[config.mk]
export PLATFORM = sky130hd
export DESIGN_NAME = alu_seq_ctrl
export DESIGN_NICKNAME = d
export VERILOG_FILES = /design/src/rtl/alu_pkg.sv /design/src/rtl/alu_seq_ctrl.sv
export SDC_FILE = /design/constraint.sdc
export NUM_CORES = 1
export LEC_CHECK = 0
export ABC_CLOCK_PERIOD_IN_PS = 2240
export CORE_ASPECT_RATIO = 0.6
export CORE_UTILIZATION = 44
export DETAILED_ROUTE_END_ITERATION = 8
export PLACE_DENSITY = 0.8
export RECOVER_POWER = 100
export SYNTH_ARGS = -nofsm -noshare
export SYNTH_HDL_FRONTEND = slang
export SYNTH_SLANG_ARGS = --single-unit
[constraint.sdc]
create_clock -name clk -period 2.24 [get_ports clk]
set_input_delay 0.336 -clock clk [delete_from_list [all_inputs] [get_ports clk]]
set_output_delay 0.336 -clock clk [all_outputs]
set_load 0.05 [all_outputs]
[src/rtl/alu_pkg.sv]
// Shared definitions for the 8-bit ALU and its command-side controller:
// opcode encodings, controller state encoding and the default data width.
package alu_pkg;

    localparam int W_DEFAULT = 8;

    localparam logic [2:0] OP_ADD = 3'b000;
    localparam logic [2:0] OP_SUB = 3'b001;
    localparam logic [2:0] OP_AND = 3'b010;
    localparam logic [2:0] OP_OR  = 3'b011;
    localparam logic [2:0] OP_XOR = 3'b100;
    localparam logic [2:0] OP_NOT = 3'b101;
    localparam logic [2:0] OP_SHL = 3'b110;
    localparam logic [2:0] OP_SHR = 3'b111;

    // Controller sequence: take a command, let the ALU settle one cycle,
    // then present the captured result until the consumer takes it.
    typedef enum logic [1:0] {
        ST_IDLE  = 2'd0,
        ST_ISSUE = 2'd1,
        ST_RESP  = 2'd2
    } ctrl_state_t;

endpackage : alu_pkg

[src/rtl/alu_seq_ctrl.sv]
// Command-side controller for one ALU instance. Accepts a command, drives the
// registered ALU operands, captures the result and flags one cycle later and
// offers them on a valid/ready result stream. Keeps an accumulator for
// chained operations and a saturating count of completed operations.
module alu_seq_ctrl
    import alu_pkg::*;
#(
    parameter int W     = W_DEFAULT,
    parameter int CNT_W = 16
) (
    input  logic             clk,
    input  logic             rst_n,

    input  logic             cmd_valid,
    output logic             cmd_ready,
    input  logic [2:0]       cmd_op,
    input  logic [W-1:0]     cmd_a,
    input  logic [W-1:0]     cmd_b,
    input  logic             cmd_use_acc,
    input  logic             cmd_wr_acc,

    output logic [W-1:0]     alu_a,
    output logic [W-1:0]     alu_b,
    output logic [2:0]       alu_op,
    input  logic [W-1:0]     alu_y,
    input  logic             alu_carry,
    input  logic             alu_zero,

    output logic             res_valid,
    input  logic             res_ready,
    output logic [W-1:0]     res_y,
    output logic             res_carry,
    output logic             res_zero,

    output logic [W-1:0]     acc,
    output logic [CNT_W-1:0] op_count
);

    ctrl_state_t state;
    ctrl_state_t state_nxt;
    logic        accept;
    logic        res_fire;
    logic        wr_acc_q;

    assign accept   = cmd_valid && (state == ST_IDLE);
    assign res_fire = res_ready && (state == ST_RESP);

    // State register.
    always_ff @(posedge clk or negedge rst_n) begin
        // NOTE: sequential state is always written with <= so every register
        // samples the pre-edge values of the others, independent of order.
        if (!rst_n) begin
            state <= ST_IDLE;
        end else begin
            state <= state_nxt;
        end
    end

    // Next-state logic: IDLE -> ISSUE on accept, ISSUE -> RESP always,
    // RESP -> IDLE on the result handshake.
    always_comb begin
        state_nxt = state;
        case (state)
            ST_IDLE:  if (cmd_valid) state_nxt = ST_ISSUE;
            ST_ISSUE: state_nxt = ST_RESP;
            ST_RESP:  if (res_ready) state_nxt = ST_IDLE;
            default:  state_nxt = ST_IDLE;
        endcase
    end

    // Handshake outputs decoded from the current state.
    always_comb begin
        cmd_ready = 1'b0;
        res_valid = 1'b0;
        case (state)
            ST_IDLE:  cmd_ready = 1'b1;
            ST_RESP:  res_valid = 1'b1;
            default: begin
                cmd_ready = 1'b0;
                res_valid = 1'b0;
            end
        endcase
    end

    // ALU operand registers: loaded only on accept so the ALU inputs never
    // toggle between commands. Operand A may come from the accumulator.
    always_ff @(posedge clk or negedge rst_n) begin
        if (!rst_n) begin
            alu_a    <= '0;
            alu_b    <= '0;
            alu_op   <= OP_ADD;
            wr_acc_q <= 1'b0;
        end else if (accept) begin
            alu_a    <= cmd_use_acc ? acc : cmd_a;
            alu_b    <= cmd_b;
            alu_op   <= cmd_op;
            wr_acc_q <= cmd_wr_acc;
        end
    end

    // Result capture in ISSUE; values then hold through any RESP stall.
    always_ff @(posedge clk or negedge rst_n) begin
        if (!rst_n) begin
            res_y     <= '0;
            res_carry <= 1'b0;
            res_zero  <= 1'b0;
        end else if (state == ST_ISSUE) begin
            res_y     <= alu_y;
            res_carry <= alu_carry;
            res_zero  <= alu_zero;
        end
    end

    // Accumulator write-back in ISSUE, so a back-to-back chained command
    // accepted in the following IDLE already sees the new value.
    always_ff @(posedge clk or negedge rst_n) begin
        if (!rst_n) begin
            acc <= '0;
        end else if ((state == ST_ISSUE) && wr_acc_q) begin
            acc <= alu_y;
        end
    end

    // Completed-operation counter, bumped on the result handshake and
    // pinned at all-ones.
    always_ff @(posedge clk or negedge rst_n) begin
        if (!rst_n) begin
            op_count <= '0;
        end else if (res_fire && (op_count != '1)) begin
            op_count <= op_count + CNT_W'(1);
        end
    end

endmodule : alu_seq_ctrl

## Word-level counts from Yosys, hierarchy flattened

Index checks and enable logic that the tools add are counted.

| storage, ports and cells | value |
|---|---|
| output and inout port bits | 55 |
| flip-flop bits (word level) | 56 |
| bits of input ports | 35 |

| operators by class | value |
|---|---|
| add/sub/neg operators | 1 |
| muxes and demuxes | 6 |
| equality and inequality tests | 5 |
| reduce and logical (&&, ||, !) cells | 6 |

Operators with widths:

| cell | count |
|---|---|
| 16-bit by 1-bit adder with 16-bit output, second input constant | 1 |
| 16-bit inequality test, second input constant | 1 |
| 8-bit two-way mux | 1 |
| 2-bit one-hot mux with 3 select lines | 1 |
| 1-bit logical AND | 4 |
| 2-bit two-way mux | 2 |
| 2-bit inequality test, second input constant | 2 |
| 2-bit by 1-bit == test with 1-bit output, second input constant | 1 |
| 2-bit == test, second input constant | 1 |
| 2-bit logical NOT | 1 |
| 1-bit two-way mux | 2 |
| 2-bit AND reduction | 1 |

## Depth between registers and ports, before layout

| logic depth | value |
|---|---|
| depth after elaboration | 3 |
| depth in mapped cells | 6 |

## Worst setup path before layout

Ideal clock, no wire load.

| path | value |
|---|---|
| path type | register to register |
| from | register state[1] |
| to | register alu_b[5] |
| setup time | 0.125 ns |
| period minus slack after synthesis | 2.081 ns |
| arrival | 1.956 ns |
| cell stages (with the launch flop) | 5 |
| setup slack | 0.159 ns |
| required time | 2.115 ns |
| cell sequence | dfrtp_1 -> nor2_1 -> and2_1 -> clkbuf_1 -> mux2_2 |

| between the ends | value |
|---|---|
| cells in the longest elaborated chain, start to end | 2 |

RTL lines:

| element | line | RTL |
|---|---|---|
| start, declared | alu_seq_ctrl.sv:39 | `ctrl_state_t state;` |
| start signal, assigned | alu_seq_ctrl.sv:55 | `state <= state_nxt;` |
| 2-bit logical NOT | alu_seq_ctrl.sv:45 | `assign accept = cmd_valid && (state == ST_IDLE);` |
| 1-bit logical AND | alu_seq_ctrl.sv:45 |  |
| end signal, assigned | alu_seq_ctrl.sv:95 | `alu_b <= cmd_b;` |
| end, declared | alu_seq_ctrl.sv:23 | `output logic [W-1:0] alu_b,` |

No other way between the ends.
A chain may end at the register's enable or synchronous reset.

## Worst setup path after layout

| path | value |
|---|---|
| from | register state[0] |
| to | output res_valid |

| between the ends | value |
|---|---|
| cells in the longest elaborated chain, start to end | 2 |

RTL lines:

| element | line | RTL |
|---|---|---|
| 2-bit == test | alu_seq_ctrl.sv:75 | `case (state)` |
| 1-bit two-way mux | alu_seq_ctrl.sv:75 |  |
| end, declared | alu_seq_ctrl.sv:29 | `output logic res_valid,` |

No other way between the ends.

==> flow_metrics.tcl <==
set metrics [dict create \
    status "completed" \
    synthesis.area_um2 2397 \
    yosysWarningCount 0 \
    cts_tree "done" \
    yosys-top-cells-area "dfrtp_1 58%, mux2_2 15%, xor2_1 4.0%" \
    die_h_um 59.18 \
    post-synth-top-area-fraction_pct 58.46 \
    synth_top_cell_by_area "dfrtp_1" \
    clkPwrFrac_pct 11.0 \
    final-hold-violation-count 0 \
    cp-start-kind "flop" \
    synth.most_common_cell "dfrtp_1" \
    firstDrtPassIters 4 \
    powerDensity_nw_per_um2 1505 \
    htree_levels 2 \
    cts_made_buffers 5 \
    top_level_ports 90 \
    grt_max_degree 31 \
    tightestPinTransition_ps 1403 \
    cp-end-kind "output pin" \
    rsz0062_at_grt "no" \
    overflow 0 \
    fmax_mhz 478.7 \
    insertion_delay_ps 310 \
    synth_cell_types 31 \
    io_buffers 89 \
    stdcell_count 344 \
    syn_inst 184 \
    track_usage_pct 20.89 \
    die_w_um 97.29 \
    finClkSkew_ps 13.22 \
    holdBufCountCts 0 \
    n_antenna_cell 0 \
    ys_top_cells_by_count "56 x dfrtp_1, 31 x mux2_2, 14 x a21oi_1" \
    slew_headroom_pct 6.455 \
    power_frac_comb_pct 56.6 \
    cts_root_buf "clkbuf_8" \
    dp_hpwl_mm 3.984 \
    whs_ps 334.0 \
    switching_share_pct 48.87 \
    syn_area_per_cell_um2 13.03 \
    power_mw 5.162 \
    synth-seq-cells 56 \
    period_minus_slack_ps 2089 \
    gp_congestion 0.8459 \
    antenna_found_initial 0 \
    slew_violations 0 \
    vias 1747 \
    grt_pass1_vias 1796 \
    cts.path.max_buffers 2 \
    core_um2 5155 \
    post-route-period-util_pct 93.25 \
    finalSetupViolCount 0 \
    synth_ff_type "dfrtp_1" \
    syn_to_final_growth_pct 43.06 \
    cts.sinks 56 \
    p_leak_nw 1.525 \
    grt_first_pass_wirelength_mm 9.073 \
    crit_required_ps 1900 \
    wire_per_inst_um 15.52 \
    post_drt_via_cell_ratio 5.078 \
    drive_above_1_share_pct 16.91 \
    path_clk_slew_ps 100 \
    initial_core_util_pct 46.50 \
    seqPwrFrac_pct 32.4 \
    num_rows 20 \
    drc 0 \
    crit_type "reg2out" \
    postCtsSetupBuffers 0 \
    ir_drop_uv 879.0 \
    routed_wirelength_mm 5.340 \
    p_sw_mw 2.523 \
    synthArstFlopShare_pct 100.0 \
    p_int_mw 2.639 \
    arrival_ps 1750 \
    cp_max_fo 5 \
    place_inst 336 \
    post_cts_resized 0 \
    tns_ps 0 \
    drt_iter0_drc 67 \
    synth_seq_area_share_pct 58.46 \
    dieArea_um2 5757 \
    drtAntennaViolNets 0 \
    maxCapViolations 0 \
    synth_edf_count 0 \
    holdCritPathClass "in2async" \
    nets 313 \
    synth.net_count 220 \
]
## cells in the final DEF, fill, tap and decap left out, drive strengths merged
master | synthesis | final
a2111oi | 3 | 3
a21boi | 1 | 1
a21oi | 14 | 14
a31oi | 1 | 1
and2 | 1 | 1
and3 | 4 | 4
and3b | 1 | 1
buf | 7 | 4
clkbuf | 3 | 10
clkdlybuf4s50 | 0 | 34
clkinv | 0 | 2
dfrtp | 56 | 56
dlygate4sd3 | 0 | 54
ha | 1 | 1
inv | 3 | 3
mux2 | 31 | 31
mux2i | 8 | 8
nand2 | 5 | 5
nand2b | 2 | 2
nand3 | 5 | 5
nand3b | 1 | 1
nand4 | 6 | 6
nor2 | 10 | 10
nor3 | 2 | 2
nor4 | 2 | 2
o21ai | 1 | 1
or2 | 1 | 1
or3b | 1 | 1
xnor2 | 3 | 3
xor2 | 11 | 11
## critical path: stages (launching register included)
cell,delay (ps)
dfrtp_1,420
nand2b_1,180
inv_1,60
clkdlybuf4s50_1,790
## cell families (layout without fill, tap and decap cells)
logic type,count (synthesis),after routing,share of synthesized area [%]
multiplexers,39,39,17.90
adder cells (fa/ha/maj),1,1,0.5218
buffers and inverters,13,107,2.818
AND/OR/NAND/NOR,41,41,9.447
XOR/XNOR,14,14,5.115
flip-flops,56,56,58.45
AO/OA/AOI/OAI,20,20,5.741
## through the flow
step                setup slack, ps  instance area [µm²]  util, %
finish                        151.2                 3430    66.53
detailed placement            306.7                 3374    65.46
global placement              370.7                 3374    65.46
CTS                           139.0                 3467    67.26
floorplan                     159.3                 2397        -
global route                  44.34                 3430    66.53
## layout make-up
type | count | area, µm²
clock buffer | 6 | 82.58
clock inverter | 2 | 10.01
fill | 437 | 1725
inverter | 3 | 11.26
multi-input combinational | 115 | 914.6
sequential | 56 | 1401
tap | 66 | 82.58
timing repair buffer | 96 | 927.1
## path summary, 6_finish.rpt
path,startpoint,end,slack (ps),cells past startpoint
setup / recovery,state[0]$_DFFE_PN0P_,res_valid,150,3
hold / removal,rst_n,alu_a[5]$_DFFE_PN0P_,330,1
setup reg to reg,op_count[6]$_DFFE_PN0P_,op_count[11]$_DFFE_PN0P_,250,5
hold reg to reg,op_count[11]$_DFFE_PN0P_,op_count[11]$_DFFE_PN0P_,490,1
max in group asynchronous,rst_n,acc[6]$_DFFE_PN0P_,470,2
min in group clk,op_count[11]$_DFFE_PN0P_,op_count[11]$_DFFE_PN0P_,490,1
## power groups by stage
stage / Clock, mW / Combinational [mW] / Sequential [mW]
floorplan: 0 / 0.697 / 3.02
global placement: 0 / 3.07 / 1.69
detailed placement: 0 / 3.10 / 1.71
CTS: 0.586 / 3.11 / 1.69
global route: 0.639 / 3.07 / 1.74
finish: 0.567 / 2.92 / 1.67
## per-layer routing
layer  track usage (%)  wire, µm  vias to the layer above
met2             31.79      2246                       57
met5                 0         0                        -
met1             28.75      2615                      854
met4             4.412        38                        0
met3             8.255       439                        5
li1                  -         -                      831
## registers in the layout, summed over array words and instances (netlist names)
signal / flops
res_carry: 1
alu_a: 8
alu_op: 3
state: 2
acc: 8
op_count: 16
res_zero: 1
wr_acc_q: 1
res_y: 8
alu_b: 8
(Power assumes the default switching activity.)
